$ cat src/rtl/mips_pkg.sv
// rtl/mips_pkg.sv - shared types and constants for the instruction memory loader
package mips_pkg;

    localparam int WORD_WIDTH     = 32;
    localparam int BYTES_PER_WORD = 4;

    typedef enum logic [2:0] {
        IDLE,
        RECV,
        WRITE,
        DONE,
        CHECK
    } loader_state_t;

endpackage

$ cat src/rtl/imem_word_packer.sv
// rtl/imem_word_packer.sv - packs accepted bytes big-endian into one instruction word
module imem_word_packer
    import mips_pkg::*;
(
    input  logic                  clk,
    input  logic                  reset,
    input  logic                  clear,
    input  logic                  accept,
    input  logic [7:0]            byte_data,
    output logic [WORD_WIDTH-1:0] word,
    output logic [1:0]            byte_cnt
);

    logic word_full;

    // The word is kept across clear so it stays valid while the top writes it out.
    always_ff @(posedge clk or posedge reset) begin
        if (reset) begin
            word      <= '0;
            byte_cnt  <= 2'd0;
            word_full <= 1'b0;
        end else if (clear) begin
            byte_cnt  <= 2'd0;
            word_full <= 1'b0;
        end else if (accept && !word_full) begin
            word      <= {word[WORD_WIDTH-9:0], byte_data};
            byte_cnt  <= byte_cnt + 2'd1;
            word_full <= (byte_cnt == 2'(BYTES_PER_WORD - 1));
        end
    end

endmodule

$ cat src/rtl/imem_loader.sv
// rtl/imem_loader.sv - byte-stream instruction memory loader; optional IMEM_LOADER_CHECKSUM_EN
module imem_loader #(
    parameter int ADDR_WIDTH = 8,
    parameter int WORD_WIDTH = 32
) (
    input  logic                  clk,
    input  logic                  reset,
    input  logic                  load_start,
    input  logic [ADDR_WIDTH:0]   load_len,
    input  logic                  s_valid,
    input  logic [7:0]            s_data,
    output logic                  s_ready,
    output logic                  imem_we,
    output logic [ADDR_WIDTH-1:0] imem_addr,
    output logic [WORD_WIDTH-1:0] imem_wdata,
    output logic                  cpu_hold,
    output logic                  load_busy,
    output logic                  load_done,
    output logic                  load_error
);

    import mips_pkg::*;

    loader_state_t         state;
    logic [ADDR_WIDTH:0]   len_q;
    logic [ADDR_WIDTH-1:0] word_idx;
    logic [1:0]            pk_cnt;
    logic                  accept;
    logic                  len_bad;
    logic                  last_word;

    assign accept    = s_valid && s_ready;
    // Anything above 2**ADDR_WIDTH has the top bit set plus at least one lower bit.
    assign len_bad   = load_len[ADDR_WIDTH] && (|load_len[ADDR_WIDTH-1:0]);
    assign last_word = ({1'b0, word_idx} == (len_q - (ADDR_WIDTH+1)'(1)));

    imem_word_packer u_packer (
        .clk       (clk),
        .reset     (reset),
        .clear     (state != RECV),
        .accept    (accept && (state == RECV)),
        .byte_data (s_data),
        .word      (imem_wdata),
        .byte_cnt  (pk_cnt)
    );

`ifdef IMEM_LOADER_CHECKSUM_EN
    logic [7:0] csum;

    always_ff @(posedge clk or posedge reset) begin
        if (reset) begin
            csum <= 8'd0;
        end else if (state == IDLE) begin
            csum <= 8'd0;
        end else if (state == RECV && accept) begin
            csum <= csum + s_data;
        end
    end
`endif

    always_ff @(posedge clk or posedge reset) begin
        if (reset) begin
            state      <= IDLE;
            len_q      <= '0;
            word_idx   <= '0;
            s_ready    <= 1'b0;
            imem_we    <= 1'b0;
            imem_addr  <= '0;
            cpu_hold   <= 1'b1;
            load_busy  <= 1'b0;
            load_done  <= 1'b0;
            load_error <= 1'b0;
        end else begin
            imem_we   <= 1'b0;
            load_done <= 1'b0;
            case (state)
                IDLE: begin
                    if (load_start) begin
                        if (len_bad) begin
                            load_error <= 1'b1;
                        end else begin
                            load_error <= 1'b0;
                            len_q      <= load_len;
                            word_idx   <= '0;
                            load_busy  <= 1'b1;
                            if (load_len == '0) begin
`ifdef IMEM_LOADER_CHECKSUM_EN
                                cpu_hold <= 1'b1;
                                s_ready  <= 1'b1;
                                state    <= CHECK;
`else
                                cpu_hold  <= 1'b0;
                                load_done <= 1'b1;
                                state     <= DONE;
`endif
                            end else begin
                                cpu_hold <= 1'b1;
                                s_ready  <= 1'b1;
                                state    <= RECV;
                            end
                        end
                    end
                end
                RECV: begin
                    if (accept && pk_cnt == 2'(BYTES_PER_WORD - 1)) begin
                        s_ready   <= 1'b0;
                        imem_we   <= 1'b1;
                        imem_addr <= word_idx;
                        state     <= WRITE;
                    end
                end
                WRITE: begin
                    if (last_word) begin
`ifdef IMEM_LOADER_CHECKSUM_EN
                        s_ready <= 1'b1;
                        state   <= CHECK;
`else
                        cpu_hold  <= 1'b0;
                        load_done <= 1'b1;
                        state     <= DONE;
`endif
                    end else begin
                        word_idx <= word_idx + ADDR_WIDTH'(1);
                        s_ready  <= 1'b1;
                        state    <= RECV;
                    end
                end
`ifdef IMEM_LOADER_CHECKSUM_EN
                CHECK: begin
                    if (accept) begin
                        s_ready <= 1'b0;
                        if (s_data == csum) begin
                            cpu_hold  <= 1'b0;
                            load_done <= 1'b1;
                            state     <= DONE;
                        end else begin
                            load_error <= 1'b1;
                            load_busy  <= 1'b0;
                            state      <= IDLE;
                        end
                    end
                end
`endif
                DONE: begin
                    load_busy <= 1'b0;
                    state     <= IDLE;
                end
                default: begin
                    s_ready   <= 1'b0;
                    load_busy <= 1'b0;
                    state     <= IDLE;
                end
            endcase
        end
    end

endmodule

$ cat config.mk
export PLATFORM = sky130hd
export DESIGN_NAME = imem_loader
export DESIGN_NICKNAME = d
export VERILOG_FILES = /design/src/rtl/mips_pkg.sv /design/src/rtl/imem_word_packer.sv /design/src/rtl/imem_loader.sv
export SDC_FILE = /design/constraint.sdc
export NUM_CORES = 1
export LEC_CHECK = 0
export BUFFER_PORTS_ARGS = -buffer_cell sky130_fd_sc_hd__buf_4
export CORE_MARGIN = 2
export CORE_UTILIZATION = 25
export CTS_BUF_LIST = sky130_fd_sc_hd__clkbuf_8
export CTS_CLUSTER_DIAMETER = 30
export CTS_CLUSTER_SIZE = 28
export DETAILED_ROUTE_END_ITERATION = 16
export PLACE_DENSITY = 0.54
export SYNTH_ARGS = -nofsm -noshare
export SYNTH_HDL_FRONTEND = slang
export SYNTH_HIERARCHICAL = 1
export SYNTH_SLANG_ARGS = --single-unit
$ cat constraint.sdc
create_clock -name clk -period 2.7 [get_ports clk]
set_clock_uncertainty 0.1 [all_clocks]
set_input_delay 0.54 -clock clk [delete_from_list [all_inputs] [get_ports clk]]
set_output_delay 0.54 -clock clk [all_outputs]
set_load 0.02 [all_outputs]
# ---- After elaboration in Yosys (flattened, before gate mapping)
# Cells that the tools add are included.
dict set report classes {
  n_eq_ne 12
  n_reduce_logical 21
  n_addsub 3
  bitwise_logic 4
  n_mux 36
}
# cell count
set op_table {}
lappend op_table {{$mux 8} 3}
lappend op_table {{$mux 1} 20}
lappend op_table {{$pmux 8 s2} 1}
lappend op_table {{$ne 2x2->1 const B} 5}
lappend op_table {{$eq 8x9->1} 1}
lappend op_table {{$logic_not 9->1} 1}
lappend op_table {{$mux 3} 3}
lappend op_table {{$pmux 3 s3} 1}
lappend op_table {{$reduce_and 3->1} 3}
lappend op_table {{$sub 9x1->9 const B} 1}
lappend op_table {{$add 8x1->8 const B} 1}
lappend op_table {{$mux 2} 4}
lappend op_table {{$reduce_and 4->1} 2}
lappend op_table {{$reduce_or 8->1} 1}
lappend op_table {{$eq 3x2->1 const B} 2}
lappend op_table {{$pmux 1 s2} 3}
lappend op_table {{$reduce_and 2->1} 3}
lappend op_table {{$reduce_and 6->1} 1}
lappend op_table {{$logic_and 1x1->1} 5}
lappend op_table {{$not 1->1} 4}
lappend op_table {{$pmux 1 s4} 1}
lappend op_table {{$reduce_bool 2->1} 2}
lappend op_table {{$eq 3x1->1 const B} 1}
lappend op_table {{$logic_not 3->1} 1}
lappend op_table {{6 further kinds} 6}
dict set report totals {
  wordCells 89
  register_bits 69
  output_inout_bits 46
}

# ---- Depth between registers and ports, before layout
# Gate-level depths: netlist of run 1.
dict set report depth {
  word_depth 5
  ltp_mapped 10
  depth_no_buf 9
}

# ---- By module
# The synthesis of run 1 kept the hierarchy.
# mod cells_per_inst area_each_um2 instances
set modules_own_cells {}
lappend modules_own_cells {imem_loader 175 1811.7 1}
lappend modules_own_cells {imem_word_packer 80 1346.3 1}

# ---- Worst setup path after synthesis of run 1
# OpenSTA, ideal clock, no wires.
dict set report synth_path {
  path_type {input -> register}
  startpoint {input port load_len[0]}
  endpoint {register word_idx[0]}
  required_time_ns 2.475
  path_slack_ns 0.510
  path_buffers 0
  setup_time_ns 0.125
  cell_stages 6
  arrival_ns 1.966
  path_cell_list {nor4_1 nand2_1 a21oi_1 a21o_1 nor2b_1 mux2_2}
}
dict set report synth_via {
  elab_chain_cells 4
}
# element line
set synth_lines {}
lappend synth_lines {{start, declared} imem_loader.sv:9} ;# input logic [ADDR_WIDTH:0] load_len,
lappend synth_lines {{$reduce_or 8->1} imem_loader.sv:34} ;# assign len_bad = load_len[ADDR_WIDTH] && (|load_len[ADDR_WIDTH-1:0]);
lappend synth_lines {{$logic_and 1x1->1} imem_loader.sv:34}
lappend synth_lines {{$ne 2x2->1 (no source line)} --}
lappend synth_lines {{$reduce_and 4->1 (no source line)} --}
lappend synth_lines {{end signal, assigned} imem_loader.sv:123} ;# word_idx <= word_idx + ADDR_WIDTH'(1);
lappend synth_lines {{end, declared} imem_loader.sv:26} ;# logic [ADDR_WIDTH-1:0] word_idx;
# No other way between the ends.
# A chain may end at the register's enable or synchronous reset.

# ---- Worst setup path in the final report of run 1
dict set report layout_path {
  startpoint {register len_q[0]}
  endpoint {register state[1]}
}
dict set report layout_via {
  elab_chain_cells 4
}
# element line
set layout_lines {}
lappend layout_lines {{start, declared} imem_loader.sv:25} ;# logic [ADDR_WIDTH:0] len_q;
lappend layout_lines {{start signal, assigned} imem_loader.sv:83} ;# len_q <= load_len;
lappend layout_lines {{$sub 9x1->9} imem_loader.sv:35} ;# assign last_word = ({1'b0, word_idx} == (len_q - (ADDR_WIDTH+1)'(1)));
lappend layout_lines {{$eq 8x9->1} imem_loader.sv:35}
lappend layout_lines {{$mux 2} imem_loader.sv:113} ;# if (last_word) begin
lappend layout_lines {{$pmux 3 s3} imem_loader.sv:76} ;# case (state)
lappend layout_lines {{end signal, assigned} imem_loader.sv:109} ;# state <= WRITE;
lappend layout_lines {{end signal, assigned} imem_loader.sv:120} ;# state <= DONE;
lappend layout_lines {{end signal, assigned} imem_loader.sv:125} ;# state <= RECV;
lappend layout_lines {{end, declared} imem_loader.sv:24} ;# loader_state_t state;
# No other way between the ends.

==> flow_summary.toml, run 1 <==
[run_status]
status = "completed"

[synth]
synth_nets = 284
syn_area_per_cell_um2 = 12.4
syn_area_um2 = 3160
synth_edf_count = 0
synth_warnings = 6
ys_ff_latch = 68
synth_ff_type = "dfrtp_1"
syn_inst = 255
async_flop_share_pct = 100
synth.distinct_cells = 40
ys_seq_area_share_pct = 53.9

[routing]
post_drt_wl_per_cell_um = 13.4
viasPerCell = 4.39
remaining_drc_errors = 0
via_count = 2222
drtAntennaViolNets = 0
drt_wl_total_um = 6780
drt_iter0_drc = 87
firstDrtPassIters = 5

[setup_path]
criticalPathCategory = "reg2reg"
rrSetupSlack_ns = 0.32
start_kind = "flop"
timing.rr.start = "len_q[0]"
cpPeakStageDelay_ns = 0.43
cp_common_cell = "o31ai_1"
slowest_stage = "dfrtp_1"
crit_required_ns = 2.86
r2r_cells = 10
r2r_end = "state[1]"
arrival_ns = 2.54
endpoint_kind = "flop"
crit_fanout = 6
path_cells = "inv_1 > ha_1 > and2_1 > o21a_1 > o31ai_1 > nand4_1 > a21oi_2 > buf_4 > nor3_1 > o31ai_1"

[clock_network]
cts_tree = "done"
clkSinkCount = 68
cts_hold_buffers = 0
clockBufferDepth = 2
cts_buffers = 9
htree_levels = 3
cts_setup_buffers = 0
insertion_delay_ns = 0.35
path_clk_slew_ns = 0.08
cts_resized = 0
root_buffer = "clkbuf_8"

[sta]
drv_slew = 0
worst_pin_slew_ns = 0.486
layout_worst_path_cycle_share_pct = 88.1
setup_viol = 0
setup-tns-final_ns = 0
max_freq_ghz = 0.420
period_minus_slack_ns = 2.38
hold_slack_ns = 0.190
finalHoldViolCount = 0
grt_setup_unrepaired = "no"
maxSlewHeadroom_pct = 67.3

[finish]
fin_cells = 506
antenna_cells = 0
fin_util_pct = 32.3
nets = 358
syn2layout_area_growth_pct = 27.3
drive_gt1_share_pct = 42.2

[global_route]
grt_max_degree = 36
use_met3_pct = 5.29
antenna_found_initial = 0
grt_pass1_vias = 2295
grt_overflow = 0
grtUsageMet2_pct = 17.1
grt_pass1_wl_um = 11300
grt_use_total_pct = 10.8
grtUsageMet1_pct = 13.1
top_usage_layer = "met2"

[floorplan]
rows = 41
dieArea_um2 = 13500
core_um2 = 12500
die_height_um = 116
initial_utilization_pct = 25.3
die_x_um = 116
io_pins = 67

[place]
hpwl_um = 4840
place_inst = 490
gp_congestion = 0.755
numPortBuffers = 66

[run]
drv_cap = 0

[power_and_ir_drop]
power_per_cell_area_nw_per_um2 = 1010
ir_worst_vdd_mv = 0.573
fin_total_pwr_mw = 4.04
p_leak_nw = 1.88

[min_path]
hp-class = "in2async"
-- logic make-up after synthesis --
group	count (synthesis)	share of synthesized area, %
buf+inv	20	3.33
fa+ha+maj	8	3.17
flops	68	53.9
simple gates	63	11.4
compound gates	33	6.58
xor+xnor	12	3.57
mux	51	18.1
-- state kept, by name, indices dropped and copies added (netlist names) --
signal              count
cpu_hold                1
imem_addr               8
imem_we                 1
len_q                   9
load_busy               1
load_done               1
load_error              1
s_ready                 1
state                   2
u_packer/byte_cnt       2
u_packer/word          32
u_packer/word_full      1
word_idx                8
-- report_power, final --
group	switching (mW)	leakage, nW	total, mW	internal [mW]
Combinational	0.834	0.917	1.64	0.803
Sequential	0.319	0.874	1.68	1.36
Clock	0.383	0.0883	0.731	0.348
Total	1.54	1.88	4.04	2.51
-- metal layers --
metal | vias up | wire [µm]
met3 | 6 | 491
li1 | 1056 | -
met5 | - | 0
met4 | 0 | 61
met1 | 1102 | 2950
met2 | 58 | 3280
-- layout by cell type, fill, tap and decap left out, drive strengths merged, types with 6 or more instances in the layout --
master,instances
nand2,13
xnor2,6
xor2,6
nor2,14
o21ai,10
inv,14
mux2,48
ha,8
buf,72
a21oi,10
or3,6
dfrtp,67
clkbuf,10
-- area by class of cell --
| cell class | count | area, µm² |
|---|---|---|
| Fill cell | 1290 | 8440 |
| Inverter | 11 | 41.3 |
| Tap cell | 172 | 215 |
| Sequential cell | 68 | 1700 |
| Clock inverter | 6 | 33.8 |
| Multi-Input combinational cell | 167 | 1350 |
| Timing Repair Buffer | 72 | 541 |
| Clock buffer | 10 | 138 |
-- cells in the mapped netlist (4+ instances only) --
library cell / count / share of area [%]
nor2_1: 13 / 1.5
xor2_1: 5 / 1.4
or3_1: 6 / 1.2
and3_1: 4 / 0.79
dfrtp_1: 67 / 53
inv_1: 11 / 1.3
a21oi_1: 9 / 1.4
mux2_2: 48 / 17
o21ai_0: 10 / 1.6
xnor2_1: 6 / 1.7
nand3_1: 4 / 0.63
clkbuf_1: 5 / 0.59
ha_1: 8 / 3.2
nand2_1: 13 / 1.5
nand4_1: 5 / 0.99
buf_6: 4 / 1.4
-- worst max-delay path by stage --
stage                           start          end  slack, ns  cells past startpoint
after global placement       len_q[0]     state[1]       0.34                     10
after global routing         len_q[2]  word_idx[7]       0.14                      8
after CTS                    len_q[0]     state[1]       0.31                     10
final                        len_q[0]     state[1]       0.32                     10
after detailed placement     len_q[0]     state[1]       0.30                     10
after floorplan           load_len[0]  word_idx[0]       0.51                      6
-- worst max-delay path: cells and delay by family, from the launching register on --
| kind | cells | cell delay (ns) |
|---|---|---|
| buf+inv | 2 | 0.26 |
| compound gates | 4 | 0.84 |
| flops | 1 | 0.43 |
| fa+ha+maj | 1 | 0.27 |
| simple gates | 3 | 0.39 |
-- through the flow --
stage	area, µm²	setup WS, ns
6_report	4020	0.320
5_1_grt	4020	0.142
4_1_cts	4020	0.311
3_5_place_dp	3850	0.304
3_3_place_gp	3850	0.344
2_1_floorplan	3160	0.510
No activity file was read; power rests on OpenSTA's default activity.
==> run 2: changes to the inputs <==
--- a/config.mk
+++ b/config.mk
@@ -11,3 +11,3 @@
 export CTS_BUF_LIST = sky130_fd_sc_hd__clkbuf_8
-export CTS_CLUSTER_DIAMETER = 30
+export CTS_CLUSTER_DIAMETER = 60
 export CTS_CLUSTER_SIZE = 28
==> constraint.sdc (replaced) <==
create_clock -name clk -period 2.7 [get_ports clk]
set_clock_uncertainty 0.1 [all_clocks]
set_input_delay 0.27 -clock clk [delete_from_list [all_inputs] [get_ports clk]]
set_output_delay 0.27 -clock clk [all_outputs]
set_load 0.02 [all_outputs]
==> run 2 against run 1 <==
Against the previous run:
- via count shrank 0.18%
- worst hold slack lost 0.15 ns
- die area is the same
- register-to-register slack lost 0.05 ns
- cell count grew 0.20%
- core utilization grew 0.51 points
- critical path type unchanged
- sequential share of layout area shrank 0.66 points
- largest cell class unchanged
- cell area grew 1.6%
- largest power group unchanged
- sequential power is essentially flat
- clock-buffer cell count is the same
- global-route usage shrank 0.23 points
==> flow_summary.toml, run 2 (synthesis results as in run 1) <==
[routing]
firstDrtPassIters = 4
viasPerCell = 4.37
drt_wl_total_um = 6820
drtAntennaViolNets = 0
remaining_drc_errors = 0
post_drt_wl_per_cell_um = 13.4
drt_iter0_drc = 67
via_count = 2218

[setup_path]
path_delay_family = "compound AO/OA/AOI/OAI gates"
r2r_end = "word_idx[0]"
rrSetupSlack_ns = 0.27
criticalPathCategory = "reg2reg"
endpoint_kind = "flop"
r2r_cells = 9
timing.rr.start = "len_q[0]"
crit_start = "len_q[0]"
cpPeakStageDelay_ns = 0.44
slowest_stage = "dfrtp_1"
arrival_ns = 2.56
critPathBufInv = 1
crit_fanout = 8
start_kind = "flop"
cp-endpoint = "word_idx[0]"
path_cells = "inv_1 > ha_1 > and2_1 > o21a_1 > o31ai_1 > nand4_1 > a21oi_4 > nor2b_1 > mux2_2"
path_depth = 9
crit_required_ns = 2.84

[run_status]
status = "completed"

[floorplan]
io_pins = 67
dieArea_um2 = 13500
die_height_um = 116
rows = 41
die_x_um = 116
core_um2 = 12500
initial_utilization_pct = 25.3

[global_route]
grt_overflow = 0
grt_use_total_pct = 10.6
grt_pass1_wl_um = 11100
antenna_found_initial = 0
grt_max_degree = 36
grt_pass1_vias = 2220

[place]
place_area_um2 = 3850
hpwl_um = 4810
gp_congestion = 0.831
numPortBuffers = 66

[clock_network]
cts_setup_buffers = 0
clkSinkCount = 68
insertion_delay_ns = 0.35
root_buffer = "clkbuf_8"
htree_levels = 3
cts_buffers = 9
cts_tree = "done"
clockBufferDepth = 2
path_clk_slew_ns = 0.07

[finish]
final_cell_mix = "72 x buf_4, 67 x dfrtp_1, 48 x mux2_2"
antenna_cells = 0
final_cell_area_um2 = 4090
top_register = "u_packer/word"
fin_util_pct = 32.8
final_common_cell = "buf_4"
nets = 359
drive_gt1_share_pct = 42.4
largest_register_ffs = 32
top_regs = "u_packer/word: 32 flops, len_q: 9 flops"
syn2layout_area_growth_pct = 29.4

[sta]
period_minus_slack_ns = 2.43
drv_slew = 0
worst_pin_slew_ns = 0.450
maxSlewHeadroom_pct = 70.0
max_freq_ghz = 0.412
setup_viol = 0
layout_worst_path_cycle_share_pct = 89.9
setup-tns-final_ns = 0
finalHoldViolCount = 0
grt_setup_unrepaired = "no"

[power_and_ir_drop]
ir_worst_vdd_mv = 0.557
p_leak_nw = 1.91
power_per_cell_area_nw_per_um2 = 1040

[min_path]
hp-class = "in2reg"

[run]
drv_cap = 0
## run 2: changes by cell type in the layout (fill, tap and decap cells not counted)
cell,change
inv_1,-1
a21oi_2,-1
clkinv_2,+1
clkinvlp_4,-2
bufinv_16,+2
dlygate4sd3_1,+1
a21oi_4,+1
## run 2: cell type report
| cell class | count | area (µm²) |
|---|---|---|
| clock buffers | 10 | 138 |
| clock inverters | 6 | 80.1 |
| fillers | 1296 | 8380 |
| inverters | 11 | 41.3 |
| multi-input cells | 167 | 1360 |
| flip-flops and latches | 68 | 1700 |
| well taps | 172 | 215 |
| repair buffers | 73 | 551 |
## run 2: how the worst min path moves through the flow
stage	from	to	cells after the start
2_1_floorplan	load_len[0]	len_q[0]	2
3_5_place_dp	reset	imem_addr[1]	3
4_1_cts	s_data[5]	u_packer/word[5]	2
6_report	s_data[5]	u_packer/word[5]	2
3_3_place_gp	reset	imem_we	3
5_1_grt	s_data[5]	u_packer/word[5]	2
## run 2: power breakdown
group          total [mW]  internal [mW]  switching (mW)
Combinational        1.65          0.812           0.833
Clock               0.923          0.537           0.386
Sequential           1.68           1.36           0.322
Total                4.25           2.71            1.54
## run 2: metal layers
metal / part of all wire, % / vias up / GRT usage, %
li1: - / 1045 / -
met1: 43 / 1096 / 12.8
met2: 48 / 64 / 16.9
met3: 6.6 / 13 / 4.51
met4: 1.8 / 0 / 4.13
met5: 0 / - / 0
## run 2: timing repair
item                                    4_1_cts  5_1_grt
hold buffers                                  1        0
gates resized for setup                       0        1
endpoints found under the setup margin        0        5
hold endpoints to repair                     67        0
## run 2: through the flow
| step | hold WS (ns) | total power, mW | worst slack, ns | std cells |
|---|---|---|---|---|
| 2_1_floorplan | 0.287 | 2.71 | 0.527 | 255 |
| 3_3_place_gp | 0.312 | 3.33 | 0.308 | 490 |
| 3_5_place_dp | 0.319 | 3.35 | 0.236 | 490 |
| 4_1_cts | 0.0198 | 4.31 | 0.198 | 507 |
| 5_1_grt | 0.0187 | 4.56 | 0.0687 | 507 |
| 6_report | 0.0429 | 4.25 | 0.274 | 507 |
==> run 3: changes to the inputs <==
ABC_AREA = 1   (was default)
PLACE_DENSITY = default   (was 0.54)
PLACE_DENSITY_LB_ADDON = 0.12   (was default)
==> run 3 against run 2 <==
Against the previous run:
- clock power down 4.3%
- sequential share of layout area down 3.2 points
- core utilization down 1.0 points
- combinational power up 4%
- cell count up 35%
- clock-buffer cell count down 1
- highest routed layer unchanged
==> flow_summary.toml, run 3 <==
[run_status]
status = "completed"

[clock_network]
path_clk_slew_ns = 0.09
cts_resized = 0
clkSinkCount = 68
cts_tree = "done"
htree_levels = 3
clockBufferDepth = 2
insertion_delay_ns = 0.37
cts_buffers = 9
root_buffer = "clkbuf_8"

[synth]
synth_top_area_share_pct = 47.0
post-synth-top-count-cell = "nand2_1"
synth_warnings = 6
yosys-top-cells-count = "158 x nand2_1, 67 x dfrtp_1, 37 x nand4_1"
synthTopCellsByArea = "dfrtp_1 47%, nand2_1 17%, nand4_1 6.5%, nor2_1 3.3%, ha_1 2.8%"
synth.distinct_cells = 35
synth_edf_count = 0
ys_seq_area_share_pct = 47.7
synth_top_area_cell = "dfrtp_1"
synth_nets = 461
syn_area_um2 = 3570
async_flop_share_pct = 100
synth_ff_type = "dfrtp_1"
syn_area_per_cell_um2 = 8.26
ys_ff_latch = 68
syn_inst = 432

[routing]
drtAntennaViolNets = 0
drt_wl_total_um = 9190
remaining_drc_errors = 0
post_drt_wl_per_cell_um = 13.5
via_count = 3025
firstDrtPassIters = 5
drt_iter0_drc = 188
viasPerCell = 4.43

[global_route]
grt_max_degree = 38
grt_pass1_wl_um = 15100
grt_overflow = 0
antenna_found_initial = 0
grt_pass1_vias = 2952
grt_use_total_pct = 13.1

[sta]
max_freq_ghz = 0.488
finalHoldViolCount = 0
maxSlewHeadroom_pct = 48.8
setup-tns-final_ns = 0
drv_slew = 0
layout_worst_path_cycle_share_pct = 75.9
worst_pin_slew_ns = 0.767
setup_viol = 0
grt_setup_unrepaired = "no"
period_minus_slack_ns = 2.05

[finish]
nets = 527
final_common_cell = "nand2_1"
syn2layout_area_growth_pct = 24.0
top_regs = "u_packer/word: 32 flops, len_q: 9 flops"
largest_register_ffs = 32
fin_util_pct = 31.8
top_register = "u_packer/word"
final_cell_area_um2 = 4420
drive_gt1_share_pct = 25.8
final_cell_mix = "158 x nand2_1, 72 x buf_4, 67 x dfrtp_1"
antenna_cells = 0

[power_and_ir_drop]
p_clk_share_pct = 21.2
power_frac_seq_pct = 37.3
p_switching_mw = 1.83
combinationalPowerShare_pct = 41.4
p_leak_nw = 2.31
ir_worst_vdd_mv = 0.328
power_per_cell_area_nw_per_um2 = 939
p_int_mw = 2.33
sw_frac_of_total_pct = 43.9

[setup_path]
start_kind = "flop"
critPathBufInv = 3
path_delay_family = "simple AND/OR/NAND/NOR gates"
criticalPathCategory = "reg2reg"
r2r_cells = 7
endpoint_kind = "flop"
arrival_ns = 2.21
rrSetupSlack_ns = 0.65
crit_fanout = 37
path_depth = 7
cpPeakStageDelay_ns = 0.44
slowest_stage = "dfrtp_1"
path_cells = "inv_1 > ha_1 > inv_1 > inv_4 > nand3_4 > nand2_1 > nand2_1"
crit_required_ns = 2.86

[floorplan]
die_x_um = 123
dieArea_um2 = 15200
rows = 43
die_height_um = 123
core_um2 = 13900
io_pins = 67
initial_utilization_pct = 25.6

[place]
place_area_um2 = 4200
gp_congestion = 0.754
hpwl_um = 6430
numPortBuffers = 66

[min_path]
hp-class = "in2reg"
min_path_cells = 2

[run]
drv_cap = 0
-- run 3: cell types whose count changed after synthesis, sizes merged, moves of 4 or more --
cell	delta
nand2	+152
mux2	-47
nand4	+32
nor2	+23
inv	+22
nand3	+18
buf	+15
or3	-6
clkbuf	-5
nor4	-5
and3	-4
o21ai	+4
-- run 3: cell families (layout without fill, tap and decap cells) --
family                   after synthesis  after routing  share of synthesized area, %
AO/OA/AOI/OAI                         27             27                          4.21
adder cells (fa/ha/maj)                8              8                          2.81
XOR/XNOR                               8              8                          1.96
multiplexers                           1              1                         0.316
buffers and inverters                 53            124                          7.40
flip-flops                            68             68                          47.7
AND/OR/NAND/NOR                      267            267                          35.6
-- run 3: routing by layer --
metal,GRT usage [%],vias up,wire [µm]
li1,-,1529,-
met1,17.7,1424,4310
met2,20.0,62,4310
met3,4.24,10,456
met4,4.05,0,110
met5,0,-,0
-- run 3: final timing paths --
path,from,to
max,state[1],u_packer/word[14]
min,load_len[8],load_done
max reg2reg,state[1],u_packer/word[14]
min reg2reg,u_packer/word[31],u_packer/word[31]
max in group asynchronous,reset,u_packer/word[31]
min in group asynchronous,reset,state[1]
-- run 3: final cells by class --
class	instances	area, µm²
Clock inverter	7	77.6
Fill cell	1456	9510
Tap cell	180	225
Timing Repair Buffer	74	561
Inverter	34	130
Clock buffer	9	124
Sequential cell	68	1700
Multi-Input combinational cell	311	1600
-- run 3: through the flow --
stage | hold slack (ns) | power (mW) | cells | worst slack, ns
floorplan | 0.268 | 2.73 | 432 | 0.959
global placement | 0.326 | 3.31 | 665 | 0.675
detailed placement | 0.323 | 3.32 | 665 | 0.644
CTS | 0.00183 | 4.23 | 683 | 0.637
global route | 0.0227 | 4.51 | 683 | 0.446
finish | 0.0227 | 4.16 | 683 | 0.651
-- run 3: power groups by stage --
stage | Combinational [mW] | Sequential [mW] | Clock, mW
2_1_floorplan | 1.01 | 1.72 | 0
3_3_place_gp | 1.73 | 1.57 | 0
3_5_place_dp | 1.74 | 1.58 | 0
4_1_cts | 1.75 | 1.56 | 0.928
5_1_grt | 1.94 | 1.60 | 0.967
6_report | 1.72 | 1.55 | 0.883
-- run 3: what timing repair did --
item                                   in CTS  in global routing
setup endpoints to repair                   0                  0
endpoints found under the hold margin      51                  0
hold buffers                                2                  0
buffers inserted                            0                  0
